## config.mk

```make
export PLATFORM = sky130hd
export DESIGN_NAME = npc_unit
export DESIGN_NICKNAME = d
export VERILOG_FILES = /design/src/rtl/npc_unit.sv
export SDC_FILE = /design/constraint.sdc
export NUM_CORES = 1
export LEC_CHECK = 0
export CELL_PAD_IN_SITES_DETAIL_PLACEMENT = 0
export CELL_PAD_IN_SITES_GLOBAL_PLACEMENT = 1
export CORE_MARGIN = 3
export CORE_UTILIZATION = 54
export CTS_CLUSTER_SIZE = 10
export DETAILED_ROUTE_END_ITERATION = 8
export PLACE_DENSITY_LB_ADDON = 0.1
export REMOVE_ABC_BUFFERS = 1
export SLEW_MARGIN = 10
export SYNTH_ARGS = -nofsm -noshare
export SYNTH_HDL_FRONTEND = slang
export SYNTH_SLANG_ARGS = --single-unit
```

## constraint.sdc

```tcl
create_clock -name Clk -period 7.37 [get_ports Clk]
set_clock_uncertainty 0.2 [all_clocks]
set_input_delay 1.474 -clock Clk [delete_from_list [all_inputs] [get_ports Clk]]
set_output_delay 1.474 -clock Clk [all_outputs]
set_load 0.1 [all_outputs]
```

## src/rtl/npc_unit.sv

```systemverilog
// Next-PC selection for the Forth core: decodes the control-flow op, computes the
// fetch address for the next cycle and owns the hardware return stack.
module npc_unit #(
  parameter int DEPTH = 16,
  parameter int AW    = 16
) (
  input  logic                     Clk,
  input  logic                     Rst,
  input  logic [AW-1:0]            PC,
  input  logic [2:0]               Op,
  input  logic [AW-1:0]            Target,
  input  logic                     Zero,
  input  logic                     Stall,
  output logic [AW-1:0]            nPC,
  output logic [AW-1:0]            RetTop,
  output logic [$clog2(DEPTH):0]   Depth,
  output logic                     Overflow,
  output logic                     Underflow
);

  localparam int IW = $clog2(DEPTH);
  localparam int SW = IW + 1;

  typedef enum logic [2:0] {
    OP_NEXT  = 3'd0,
    OP_JMP   = 3'd1,
    OP_JZ    = 3'd2,
    OP_CALL  = 3'd3,
    OP_RET   = 3'd4,
    OP_HOLD  = 3'd5,
    OP_PUSHR = 3'd6,
    OP_POPR  = 3'd7
  } op_e;

  logic [AW-1:0] mem [DEPTH];
  logic [SW-1:0] sp;
  logic [IW-1:0] top_idx;
  logic [AW-1:0] pc_inc;
  logic [AW-1:0] push_data;
  logic          full;
  logic          empty;
  logic          do_push;
  logic          do_pop;
  op_e           op;

  assign op      = op_e'(Op);
  assign pc_inc  = PC + 1'b1;
  assign full    = (sp == SW'(DEPTH));
  assign empty   = (sp == '0);
  // Low bits wrap correctly when sp == DEPTH (index 0 - 1 = DEPTH-1).
  assign top_idx = sp[IW-1:0] - 1'b1;
  assign RetTop  = empty ? '0 : mem[top_idx];
  assign Depth   = sp;

  always_comb begin
    nPC       = pc_inc;
    push_data = pc_inc;
    do_push   = 1'b0;
    do_pop    = 1'b0;
    if (Rst) begin
      nPC = '0;
    end else if (Stall) begin
      nPC = PC;
    end else begin
      case (op)
        OP_NEXT:  nPC = pc_inc;
        OP_JMP:   nPC = Target;
        OP_JZ:    nPC = Zero ? Target : pc_inc;
        OP_CALL: begin
          nPC     = Target;
          do_push = 1'b1;
        end
        OP_RET: begin
          nPC    = RetTop;
          do_pop = 1'b1;
        end
        OP_HOLD:  nPC = PC;
        OP_PUSHR: begin
          nPC       = pc_inc;
          push_data = Target;
          do_push   = 1'b1;
        end
        OP_POPR: begin
          nPC    = pc_inc;
          do_pop = 1'b1;
        end
        default:  nPC = pc_inc;
      endcase
    end
  end

  // Storage has no reset so it can map onto distributed RAM.
  always_ff @(posedge Clk) begin
    if (do_push && !full) begin
      mem[sp[IW-1:0]] <= push_data;
    end
  end

  always_ff @(posedge Clk) begin
    if (Rst) begin
      sp        <= '0;
      Overflow  <= 1'b0;
      Underflow <= 1'b0;
    end else begin
      if (do_push) begin
        if (full) Overflow <= 1'b1;
        else      sp <= sp + 1'b1;
      end
      if (do_pop) begin
        if (empty) Underflow <= 1'b1;
        else       sp <= sp - 1'b1;
      end
    end
  end

endmodule
```

==> flow_summary.toml, run 1 <==
[setup_path]
critical_path_class = "reg2out"
reg2reg_slack_ns = 3.95
cp.required_ns = 5.70
startpoint = "Depth[1]"
cp_num_buf_inv = 3
crit_family = "buffers and inverters"
r2r-end = "mem[11][8]"
worstPathArrival_ns = 4.75
critPathSlowestCell = "clkdlybuf4s50_1"
crit_chain = "inv_1 > ha_1 > xor2_4 > buf_4 > mux2i_1 > a221oi_1 > a31oi_1 > nor2_1 > clkdlybuf4s50_1"
cp_max_fo = 27
cp-start-kind = "register"
slowest_delay_ns = 1.15
end_kind = "output port"
timing.rr.start = "Depth[0]"
rr_worst_depth = 5

[global_route]
antenna_found_initial = 1
grt_pass1_wl_um = 50500
track_usage_pct = 27.9
grt_max_degree = 35
grt_pass1_vias = 8005
grt-ovfl-total = 0

[cells_and_area]
area_growth_pct = 16.6
multi_input_area_sq_mm = 0.00412
nFillCells = 1605
drive_above_1_share_pct = 17.6
fin_area_sq_mm = 0.0143
diodes = 0
final_util_pct = 64.8
area.sequential_sq_mm = 0.00783
fin_nets = 1001
post_layout_nonfiller_instances = 1248

[clocking]
cts_setup_buffers = 0
htreeDepth = 1
clock_tree.root_cell = "clkbuf_16"
clk_pin_slew_ns = 0.06
cts_tree = "built"
clock_sinks = 263
numCtsBuffers = 30
clk_latency_ns = 0.54
cts_buffer_depth = 3
cts.repair.resized = 0
cts_hold_buf = 0

[synth]
synth_compound_area_share_pct = 7.57
synth_simple_gate_area_share_pct = 11.4
synth_fa_ha_area_share_pct = 0.613
synth_area_per_cell_sq_um = 14.0
synth_top_family_by_area = "multiplexers"
netlist_area_sq_mm = 0.0122
ys_ff_latch = 263
ys_warn_count = 0
synthXorXnorAreaFrac_pct = 1.86
ys_types = 69
synth_edf_count = 256
ys_seq_area_share_pct = 63.9
muxShareOfSynthArea_pct = 11.9
synth_flop_cell = "edfxtp_1"
netlist_instances = 875
synthArstFlopShare_pct = 0

[detailed_routing]
drtAntennaViolNets = 0
drt_iter0_markers = 952
avgViaCountPerCell = 6.50
drc = 0
wl_per_cell_um = 27.1
drtPass1Iterations = 6
vias = 8106
wl_um = 33800

[die]
top_level_ports = 78
die-area_sq_mm = 0.0245
die_w_um = 157
coreArea_sq_mm = 0.0220
row_count = 54
die_height_um = 157
initial_core_util_pct = 55.6

[placement]
io_buffers = 77
dp_cells = 1204
place_congestion = 0.951
placed_area_sq_mm = 0.0135
dp.final_hpwl_um = 21700

[worst_hold_path]
min_from = "Overflow"
whs_endpoint = "Overflow"
whs_path_depth = 2
hp-class = "reg2reg"

[sta]
tightest_slew_ns = 1.22
fin_crit_ns = 6.43
final_hold_viol_count = 0
relSlewSlack_pct = 18.5
maxSlewViolCount = 0
setup_viol = 0
hold_ws_ns = 0.287
max_freq_mhz = 156
finalCritPeriodShare_pct = 87.2
rsz0062_at_grt = "false"

[status]
status = "finished clean"

[pwr]
p_per_area_mw_per_mm2 = 293
peakVddDrop_mv = 0.244
p_leak_nw = 4.77

[flow_run]
cap_viol_max_count = 0
## how the worst max path moves through the flow
stage / to / slack [ns] / cells past startpoint
floorplan: nPC[1] / -3.91 / 8
global placement: nPC[1] / 1.13 / 8
detailed placement: nPC[1] / 1.10 / 8
CTS: RetTop[15] / 0.92 / 9
global route: RetTop[15] / 0.80 / 9
finish: RetTop[15] / 0.94 / 9
## power by group
part           total, mW  internal, mW  switching, mW
Sequential          1.67          1.66        0.00831
Clock               1.28         0.755          0.525
Combinational       1.23         0.368          0.861
## per-stage QoR
step	power, mW	setup TNS (ns)	worst slack (ns)
final	4.18	0	0.944
after floorplan	2.53	-55.50	-3.91
after global routing	4.32	0	0.799
after CTS	4.19	0	0.921
after global placement	2.91	0	1.13
after detailed placement	2.92	0	1.10
## cell usage in the layout (no fill, tap or decap), types with 7 or more instances in the layout
| cell | n |
|---|---|
| mux4_2 | 54 |
| nor2_1 | 76 |
| and3_1 | 8 |
| a31oi_1 | 11 |
| buf_4 | 47 |
| nand2b_1 | 10 |
| nand2_1 | 105 |
| edfxtp_1 | 256 |
| o21ai_0 | 12 |
| clkbuf_16 | 31 |
| a21oi_1 | 40 |
| clkbuf_1 | 12 |
| clkdlybuf4s50_1 | 61 |
| mux2i_1 | 14 |
| inv_1 | 14 |
| nor3_1 | 7 |
| xnor2_1 | 16 |
| buf_12 | 7 |
| mux2_2 | 9 |
| nand3_1 | 31 |
## kinds of logic after synthesis
kind of cell | count (synthesis)
xor+xnor | 23
buf+inv | 80
compound gates | 136
flops | 263
mux | 77
fa+ha+maj | 6
simple gates | 290
## final cells by class
type	count	share of cell area [%]
clock buffer	43	5.75
clock inverter	1	0.0526
inverter	14	0.368
multi-input combinational	532	28.8
sequential	263	54.8
tap	280	2.45
timing repair buffer	115	7.73
## worst min-delay path, stage by stage (launching register included)
cell	delay, ns
dfxtp_1	0.34
a21oi_1	0.04
nor2_1	0.07
## sequential cells by signal (all words and copies together) (netlist names)
name / count
mem: 256
Depth: 5
Overflow: 1
Underflow: 1
## synthesized netlist by cell type, drive strengths merged, types with 7 or more instances
| cell type | n | area (sq um) |
|---|---|---|
| xnor2 | 17 | 149 |
| nand3 | 31 | 155 |
| and3 | 8 | 50.1 |
| edfxtp | 256 | 7690 |
| mux4 | 54 | 1220 |
| nand2 | 105 | 394 |
| dfxtp | 7 | 140 |
| nor2 | 77 | 289 |
| nor3b | 9 | 72.6 |
| nand2b | 10 | 62.6 |
| a31oi | 11 | 68.8 |
| o21ai | 13 | 65.1 |
| buf | 26 | 133 |
| clkbuf | 40 | 151 |
| nor3 | 8 | 45.0 |
| mux2i | 14 | 140 |
| a21oi | 40 | 200 |
| mux2 | 9 | 101 |
| inv | 14 | 52.6 |
## metal layers
layer	routed length [um]	global-route usage [%]	vias up
met5	13	0	-
li1	-	-	3538
met4	1120	9.13	2
met3	3170	4.56	79
met2	15700	43.2	415
met1	13800	41.2	4072
(Power assumes the default switching activity.)
==> run 2, diff against run 1 <==
Settings changed: TNS_END_PERCENT from default to 100.
==> results of run 2 <==
Same layout as run 1: the final DEF is identical, and so are final timing and power.
==> run 3, diff against run 2 <==
Settings changed: PLACE_DENSITY from default to 0.95, PLACE_DENSITY_LB_ADDON 0.1 to default.
==> run 3 against run 2 <==
Against the previous run: global-route usage fell by 0.58 points; sequential share of layout area rose by 0.27 points; largest cell class unchanged; highest routed layer is now met4; first-iteration DRC count rose by 29%; critical path type unchanged; die area did not move.
==> flow_summary.toml, run 3 (same netlist as run 1, synthesis figures left out) <==
[global_route]
antenna_found_initial = 0
track_usage_pct = 27.3
grt_max_degree = 44
grt_pass1_vias = 7903
grt_pass1_wl_um = 49500
grt-ovfl-total = 0

[detailed_routing]
wl_per_cell_um = 27.1
drtAntennaViolNets = 0
drtPass1Iterations = 5
drc = 0
avgViaCountPerCell = 6.70
wl_um = 33500
vias = 8285
drt_iter0_markers = 1232

[sta]
hold_ws_ns = 0.279
fin_crit_ns = 6.38
max_freq_mhz = 157
maxSlewViolCount = 0
tightest_slew_ns = 1.26
final_hold_viol_count = 0
finalCritPeriodShare_pct = 86.6
setup_viol = 0
rsz0062_at_grt = "false"
relSlewSlack_pct = 16.1

[setup_path]
critical_path_class = "reg2out"
end_kind = "output port"
cp_max_fo = 43
worstPathArrival_ns = 4.71
cp-start-kind = "register"
cp.required_ns = 5.70

[clocking]
cts.repair.resized = 0
clock_tree.root_cell = "clkbuf_16"
htreeDepth = 1
cts_tree = "built"
cts_hold_buf = 0
cts_setup_buffers = 0
clk_latency_ns = 0.56
clock_sinks = 263
numCtsBuffers = 30
clk_pin_slew_ns = 0.06
cts_buffer_depth = 3

[cells_and_area]
drive_above_1_share_pct = 16.8
fin_nets = 991
area_growth_pct = 16.1
final_cell_mix = "edfxtp_1, nand2_1, nor2_1"
fin_area_sq_mm = 0.0142
diodes = 0
nFillCells = 1595
layout_commonest_cell = "edfxtp_1"
largest_reg_flops = 256
post_layout_nonfiller_instances = 1237

[die]
die-area_sq_mm = 0.0245
row_count = 54
top_level_ports = 78
die_w_um = 157
coreArea_sq_mm = 0.0220
initial_core_util_pct = 55.6
die_height_um = 157

[flow_run]
cap_viol_max_count = 0

[placement]
place_congestion = 0.952
io_buffers = 77
dp_cells = 1194
placed_area_sq_mm = 0.0134
dp.final_hpwl_um = 20900

[worst_hold_path]
hp-class = "reg2reg"

[status]
status = "finished clean"

[pwr]
p_leak_nw = 4.72
p_per_area_mw_per_mm2 = 295
peakVddDrop_mv = 0.195
-- run 3: changes by cell type in the layout (fill, tap and decap cells not counted), sizes merged --
cell and change:
clkbuf -2, clkinv +2, clkinvlp -1, buf -10
-- run 3: routing by layer --
metal | up-vias | part of all wire, % | GRT usage, %
met1 | 4163 | 39 | 39.8
met5 | - | 0 | 0
met2 | 526 | 47 | 42.1
met3 | 76 | 11 | 6.25
met4 | 0 | 2.7 | 7.84
li1 | 3520 | - | -
-- run 3: path summary, 6_finish.rpt --
| check | startpoint | endpoint | slack [ns] | cells after the start |
|---|---|---|---|---|
| setup / recovery | Depth[0] | RetTop[15] | 0.99 | 9 |
| hold / removal | Overflow | Overflow | 0.28 | 2 |
| hold reg to reg | Overflow | Overflow | 0.28 | 2 |
| setup reg to reg | Depth[0] | Depth[4] | 4.00 | 7 |
-- run 3: power by group --
group,internal [mW],leakage [nW],switching [mW]
combinational,0.364,1.96,0.851
sequential,1.66,2.36,0.0136
clock,0.752,0.403,0.555
total,2.78,4.72,1.42
-- run 3: final cells by class --
| cell class | count | area [sq um] | share of cell area [%] |
|---|---|---|---|
| repair buffers | 105 | 1030 | 7.24 |
| clock buffers | 41 | 812 | 5.71 |
| flip-flops and latches | 263 | 7830 | 55.1 |
| clock inverters | 2 | 20.0 | 0.141 |
| well taps | 280 | 350 | 2.47 |
| inverters | 14 | 52.6 | 0.370 |
| multi-input cells | 532 | 4120 | 29.0 |
-- run 3: worst max-delay path, cell delays in order (launching register included) --
cell and delay (ns):
dfxtp_4 0.71, inv_1 0.25, ha_1 0.40, xor2_4 0.19
buf_4 0.51, mux2i_1 0.16, a221oi_1 0.34, a31oi_1 0.26
nor2_1 0.15, clkdlybuf4s50_1 1.15
-- run 3: metrics by stage --
| step | setup WS, ns | total power, mW | setup TNS, ns | util (%) |
|---|---|---|---|---|
| final | 0.989 | 4.20 | 0 | 64.5 |
| after global routing | 0.673 | 4.33 | 0 | 64.5 |
| after CTS | 0.978 | 4.19 | 0 | 64.5 |
| after detailed placement | 1.18 | 2.90 | 0 | 60.7 |
| after global placement | 1.22 | 2.89 | 0 | 60.7 |
| after floorplan | -3.91 | 2.53 | -55.50 | - |
